==> config.mk <==
export PLATFORM = sky130hd
export DESIGN_NAME = trap_sequencer
export DESIGN_NICKNAME = d
export VERILOG_FILES = /design/src/rtl/trap_sequencer.sv
export SDC_FILE = /design/constraint.sdc
export NUM_CORES = 1
export LEC_CHECK = 0
export ABC_AREA = 1
export ABC_CLOCK_PERIOD_IN_PS = 5200
export CORE_AREA = 5 5 278 280
export DETAILED_ROUTE_END_ITERATION = 7
export DIE_AREA = 0 0 283 285
export DONT_BUFFER_PORTS = 1
export GPL_TIMING_DRIVEN = 0
export PLACE_DENSITY = 0.52
export SLEW_MARGIN = 0
export SYNTH_ARGS = -nofsm -noshare
export SYNTH_HDL_FRONTEND = slang
export SYNTH_SLANG_ARGS = --single-unit
==> constraint.sdc <==
create_clock -name clk -period 5.2 [get_ports clk]
set_input_delay 0.78 -clock clk [delete_from_list [all_inputs] [get_ports clk]]
set_output_delay 0.78 -clock clk [all_outputs]
set_load 0.005 [all_outputs]
==> src/rtl/trap_sequencer.sv <==
// Trap/xRET sequencer: captures a committing exception or xRET, writes the
// trap CSRs one per cycle, then redirects fetch and updates privilege.
// Latency: trap 5 cycles capture-to-redirect (+1 per mem_busy drain cycle), xRET 2 cycles.
// Backpressure: mem_busy holds the sequence in DRAIN before any CSR write; events while busy are dropped.
module trap_sequencer #(
  parameter int XLEN = 64
) (
  input  logic            clk,
  input  logic            rst,
  input  logic            except_valid,
  input  logic [XLEN-1:0] except_epc,
  input  logic [XLEN-1:0] except_cause,
  input  logic [XLEN-1:0] except_tval,
  input  logic            mret_valid,
  input  logic            sret_valid,
  input  logic [1:0]      priv,
  input  logic [XLEN-1:0] medeleg,
  input  logic [XLEN-1:0] mtvec,
  input  logic [XLEN-1:0] stvec,
  input  logic [XLEN-1:0] mepc,
  input  logic [XLEN-1:0] sepc,
  input  logic [XLEN-1:0] mstatus,
  input  logic            mem_busy,
  output logic            csr_we,
  output logic [11:0]     csr_waddr,
  output logic [XLEN-1:0] csr_wdata,
  output logic            flush,
  output logic            stall_front,
  output logic            redirect_valid,
  output logic [XLEN-1:0] redirect_pc,
  output logic            priv_we,
  output logic [1:0]      priv_next,
  output logic            busy
);

  localparam logic [2:0] IDLE     = 3'd0;
  localparam logic [2:0] DRAIN    = 3'd1;
  localparam logic [2:0] W_EPC    = 3'd2;
  localparam logic [2:0] W_CAUSE  = 3'd3;
  localparam logic [2:0] W_TVAL   = 3'd4;
  localparam logic [2:0] W_STATUS = 3'd5;
  localparam logic [2:0] REDIRECT = 3'd6;

  logic [2:0]      state, state_nxt;
  logic            is_trap_q;   // 1: exception path, 0: xRET path
  logic            tgt_m_q;     // trap target M / mret (1), trap target S / sret (0)
  logic [XLEN-1:0] epc_q, cause_q, tval_q, mstatus_q, tvec_q, xepc_q;
  logic [1:0]      priv_q;
  logic            deleg_s;
  logic            capture;
  logic [XLEN-1:0] status_nxt;
  logic [XLEN-1:0] tvec_base;
  logic [XLEN-1:0] trap_pc;
  logic            unused_bits;

  assign deleg_s = (priv != 2'd3) && medeleg[except_cause[5:0]] && !except_cause[XLEN-1];
  assign capture = (state == IDLE) && (except_valid || mret_valid || sret_valid);

  // State register; reset drops any in-flight sequence straight to IDLE
  always_ff @(posedge clk or negedge rst) begin
    if (!rst) state <= IDLE;
    else      state <= state_nxt;
  end

  // Next-state: exception beats mret beats sret; nothing is sampled outside IDLE
  always_comb begin
    state_nxt = state;
    case (state)
      IDLE: begin
        if (except_valid)                  state_nxt = mem_busy ? DRAIN : W_EPC;
        else if (mret_valid || sret_valid) state_nxt = W_STATUS;
      end
      DRAIN:    state_nxt = mem_busy ? DRAIN : W_EPC;
      W_EPC:    state_nxt = W_CAUSE;
      W_CAUSE:  state_nxt = W_TVAL;
      W_TVAL:   state_nxt = W_STATUS;
      W_STATUS: state_nxt = REDIRECT;
      REDIRECT: state_nxt = IDLE;
      default:  state_nxt = IDLE;
    endcase
  end

  // Operand capture on the winning event; held for the whole sequence
  always_ff @(posedge clk or negedge rst) begin
    if (!rst) begin
      is_trap_q <= 1'b0;
      tgt_m_q   <= 1'b0;
      epc_q     <= '0;
      cause_q   <= '0;
      tval_q    <= '0;
      mstatus_q <= '0;
      tvec_q    <= '0;
      xepc_q    <= '0;
      priv_q    <= 2'd0;
    end else if (capture) begin
      is_trap_q <= except_valid;
      tgt_m_q   <= except_valid ? !deleg_s : mret_valid;
      epc_q     <= except_epc;
      cause_q   <= except_cause;
      tval_q    <= except_tval;
      mstatus_q <= mstatus;
      tvec_q    <= deleg_s ? stvec : mtvec;
      xepc_q    <= mret_valid ? mepc : sepc;
      priv_q    <= priv;
    end
  end

  // Updated mstatus image for trap entry or xRET, at the selected level
  always_comb begin
    status_nxt = mstatus_q;
    if (is_trap_q) begin
      if (tgt_m_q) begin
        status_nxt[7]     = mstatus_q[3];
        status_nxt[3]     = 1'b0;
        status_nxt[12:11] = priv_q;
      end else begin
        status_nxt[5] = mstatus_q[1];
        status_nxt[1] = 1'b0;
        status_nxt[8] = priv_q[0];
      end
    end else if (tgt_m_q) begin
      status_nxt[3]     = mstatus_q[7];
      status_nxt[7]     = 1'b1;
      status_nxt[12:11] = 2'b00;
    end else begin
      status_nxt[1] = mstatus_q[5];
      status_nxt[5] = 1'b1;
      status_nxt[8] = 1'b0;
    end
  end

  // Vectored mode only offsets interrupts; exceptions always land on the base
  assign tvec_base = {tvec_q[XLEN-1:2], 2'b00};
  assign trap_pc   = (tvec_q[1:0] == 2'b01 && cause_q[XLEN-1])
                   ? tvec_base + {{(XLEN-8){1'b0}}, cause_q[5:0], 2'b00}
                   : tvec_base;

  // Moore outputs: all zero in IDLE, which also covers the reset-held case
  always_comb begin
    csr_we         = 1'b0;
    csr_waddr      = 12'h000;
    csr_wdata      = '0;
    redirect_valid = 1'b0;
    redirect_pc    = '0;
    priv_we        = 1'b0;
    priv_next      = 2'd0;
    case (state)
      W_EPC: begin
        csr_we    = 1'b1;
        csr_waddr = tgt_m_q ? 12'h341 : 12'h141;
        csr_wdata = epc_q;
      end
      W_CAUSE: begin
        csr_we    = 1'b1;
        csr_waddr = tgt_m_q ? 12'h342 : 12'h142;
        csr_wdata = cause_q;
      end
      W_TVAL: begin
        csr_we    = 1'b1;
        csr_waddr = tgt_m_q ? 12'h343 : 12'h143;
        csr_wdata = tval_q;
      end
      W_STATUS: begin
        csr_we    = 1'b1;
        csr_waddr = tgt_m_q ? 12'h300 : 12'h100;
        csr_wdata = status_nxt;
      end
      REDIRECT: begin
        redirect_valid = 1'b1;
        priv_we        = 1'b1;
        if (is_trap_q) begin
          redirect_pc = trap_pc;
          priv_next   = tgt_m_q ? 2'd3 : 2'd1;
        end else begin
          redirect_pc = {xepc_q[XLEN-1:1], 1'b0};
          priv_next   = tgt_m_q ? mstatus_q[12:11] : {1'b0, mstatus_q[8]};
        end
      end
      default: ;
    endcase
  end

  assign busy        = (state != IDLE);
  assign flush       = busy;
  assign stall_front = busy;

  // xRET targets are halfword-aligned, so the low epc bit is dropped
  assign unused_bits = xepc_q[0];

endmodule

==> results.py, run 1 <==
metrics = {
    "routing": {
        "wire_per_inst_um": 25.8,
        "met3WireLength_mm": 8.28,
        "wirelength_mm": 111,
        "viasPerCell": 5.13,
        "ant_nets": 0,
        "vias": 22003,
        "dr_wl_met2_mm": 54.9,
        "route.detailed.drc": 0,
        "drt_first_iter_violations": 1511,
        "routed.top_layer": "met5",
        "dr.pass1.iters": 5,
        "wl_met1_mm": 42.7,
    },
    "final_layout": {
        "fillers": 8353,
        "area_growth_pct": 13.3,
        "drive_gt1_share_pct": 6.58,
        "finalNetCount": 3865,
    },
    "global_route": {
        "grt_pass1_vias": 22296,
        "grt_max_degree": 391,
        "grt_pass1_wl_mm": 157,
        "antenna_found_initial": 15,
        "grt-ovfl-total": 0,
        "grt_use_total_pct": 26.2,
    },
    "critical_path": {
        "cp-start-kind": "flop",
        "r2r_cells": 10,
        "cp.required_ns": 4.42,
        "path_max_fanout": 10,
        "crit_type": "flop to primary output",
        "arrival_ns": 3.95,
        "end_kind": "primary output",
    },
    "placement": {
        "dp_hpwl_mm": 86.9,
        "globalplace.congestion": 0.927,
        "pre_cts_slack_ns": 1.12,
        "io_buffer_count": 0,
    },
    "timing": {
        "relSlewSlack_pct": 10.0,
        "setup_tns_ns": 0,
        "timing.final.hold_violations": 110,
        "layout_setup_ws_ns": 0.473,
        "tightest_slew_ns": 1.35,
        "fin_skew_ns": 0.0509,
        "fin_crit_ns": 4.73,
        "fmax_ghz": 0.212,
        "rsz0062_at_grt": "no",
        "holdWs_ns": -0.154,
        "setup_viol": 0,
        "finalCritPeriodShare_pct": 90.9,
        "drv_slew": 0,
    },
    "synth": {
        "synth.distinct_cells": 46,
        "synthesis.area_um2": 22100,
        "synthArstFlopShare_pct": 100,
        "synth_seq_cells": 390,
        "synth_area_leaders": "dfrtp_1 44%, nand2_1 25%, nand3_1 7.0%, inv_1 4.4%, nor2_1 3.2%",
        "synth_top_area_cell": "dfrtp_1",
        "synth_flop_cell": "dfrtp_1",
        "yosysTopAreaCellShare_pct": 44.2,
        "synth_warnings": 0,
        "ys_seq_area_share_pct": 44.2,
        "syn_avg_cell_area_um2": 6.86,
        "synthCells": 3217,
        "synth_edf_count": 0,
    },
    "power": {
        "ir_drop_v": 0.000456,
        "power_leakage_nw": 12.8,
        "power.density_nw_per_um2": 650,
        "total_power_mw": 16.3,
    },
    "die": {
        "die_area_um2": 80700,
        "core_area_um2": 74200,
        "die_y_um": 285,
        "die_x_um": 283,
        "io_pins": 732,
        "start_util_pct": 29.8,
        "fp-row-count": 100,
    },
    "status": {
        "violations": "negative hold slack",
        "outcome": "finished with violations",
    },
    "clocking": {
        "cts_max_level": 2,
        "cts_tree": "yes",
        "cts_resized": 0,
        "clk_latency_ns": 0.63,
        "cts_root_buf": "clkbuf_16",
        "clk_pin_slew_worst_paths_ns": 0.06,
        "cts_made_buffers": 48,
        "postCtsSetupBuffers": 0,
        "cts_buffer_depth": 3,
        "clock-sinks": 390,
    },
    "worst_hold_path": {
        "hold_path.class": "input port to async pin",
    },
    "flow_run": {
        "maxCapViolations": 0,
    },
}
[critical path, stage by stage, from the launching register on]
cell and delay (ns):
dfrtp_1 0.44, nor3_1 0.81, clkinv_1 0.53, clkbuf_1 0.51
a211oi_1 1.00
[worst paths after layout]
kind	from	endpoint	slack, ns
max in group asynchronous	rst	xepc_q[23]	4.35
hold reg to reg	tval_q[35]	tval_q[35]	0.47
min in group clk	mstatus[26]	mstatus_q[26]	0.26
setup reg to reg	state[1]	xepc_q[61]	1.99
hold / removal	rst	mstatus_q[40]	-0.15
setup / recovery	state[0]	priv_next[1]	0.47
[area by class of cell]
cell class	count	area, um2	area share (%)
clock inverter	17	244	0.975
tap	969	1210	4.85
sequential	390	9760	39.0
inverter	265	997	3.99
clock buffer	71	1430	5.71
multi-input combinational	2374	10300	41.4
buffer	195	1010	4.02
antenna	9	22.5	0.0900
[synthesized netlist by cell type (3+ instances only)]
library cell	count
a211oi_1	5
a21oi_1	38
a22oi_1	65
a31oi_1	69
buf_1	5
buf_2	84
buf_4	18
buf_6	9
buf_8	3
clkbuf_1	76
clkinv_1	3
dfrtp_1	390
ha_1	6
inv_1	257
inv_2	4
nand2_1	1477
nand2_2	4
nand3_1	308
nand3b_1	4
nand4_1	20
nor2_1	188
nor2_2	3
nor3_1	35
nor4_1	3
o211ai_1	9
o21ai_0	77
o21ai_1	4
o21bai_1	3
o22ai_1	3
or2_2	7
xnor2_1	3
xor2_1	19
[layout by cell type, fill, tap and decap left out, drive strengths merged, types with 19 or more instances in the layout]
master / instances
a21oi: 38
a22oi: 65
a31oi: 69
buf: 119
clkbuf: 147
dfrtp: 390
inv: 266
nand2: 1482
nand3: 310
nand4: 20
nor2: 193
nor3: 35
o21ai: 82
xor2: 19
[power by group]
part | internal, mW | leakage [nW] | switching [mW] | total (mW)
logic | 1.92 | 7.29 | 5.01 | 6.93
registers | 4.58 | 4.72 | 1.19 | 5.77
clock network | 2.07 | 0.822 | 1.49 | 3.57
[per-stage QoR]
| step | instances | utilization [%] | instance area, um2 |
|---|---|---|---|
| floorplan | 3224 | - | 22100 |
| global placement | 4193 | 31.4 | 23300 |
| detailed placement | 4193 | 31.4 | 23300 |
| CTS | 4281 | 33.7 | 25000 |
| global route | 4283 | 33.7 | 25000 |
| finish | 4290 | 33.7 | 25000 |
[logic make-up after synthesis]
group                    count (synthesis)  synth area share, %
adder cells (fa/ha/maj)                  7                0.431
flip-flops                             390                 44.2
buffers and inverters                  460                 9.07
AND/OR/NAND/NOR                       2058                 37.7
AO/OA/AOI/OAI                          279                 7.76
XOR/XNOR                                22                0.873
other                                    1               0.0170
[sequential cells by signal (all words and copies together) (netlist names)]
signal,flops
cause_q,64
epc_q,64
is_trap_q,1
mstatus_q,64
priv_q,2
state,3
tgt_m_q,1
tval_q,64
tvec_q,64
xepc_q,63
[layer usage]
layer  vias to the layer above  track usage, %
met3                       210            7.17
met4                        14            9.52
met5                         -               0
li1                      10264               -
met2                       892            46.9
met1                     10623            30.1
(Power assumes the default switching activity.)
==> run 2: changes to the inputs <==
--- a/config.mk
+++ b/config.mk
@@ -6,7 +6,6 @@
 export NUM_CORES = 1
 export LEC_CHECK = 0
 export ABC_AREA = 1
-export ABC_CLOCK_PERIOD_IN_PS = 5200
 export CORE_AREA = 5 5 278 280
 export DETAILED_ROUTE_END_ITERATION = 7
 export DIE_AREA = 0 0 283 285
==> results of run 2 <==
Final layout, timing and power as in run 1 (identical DEF).
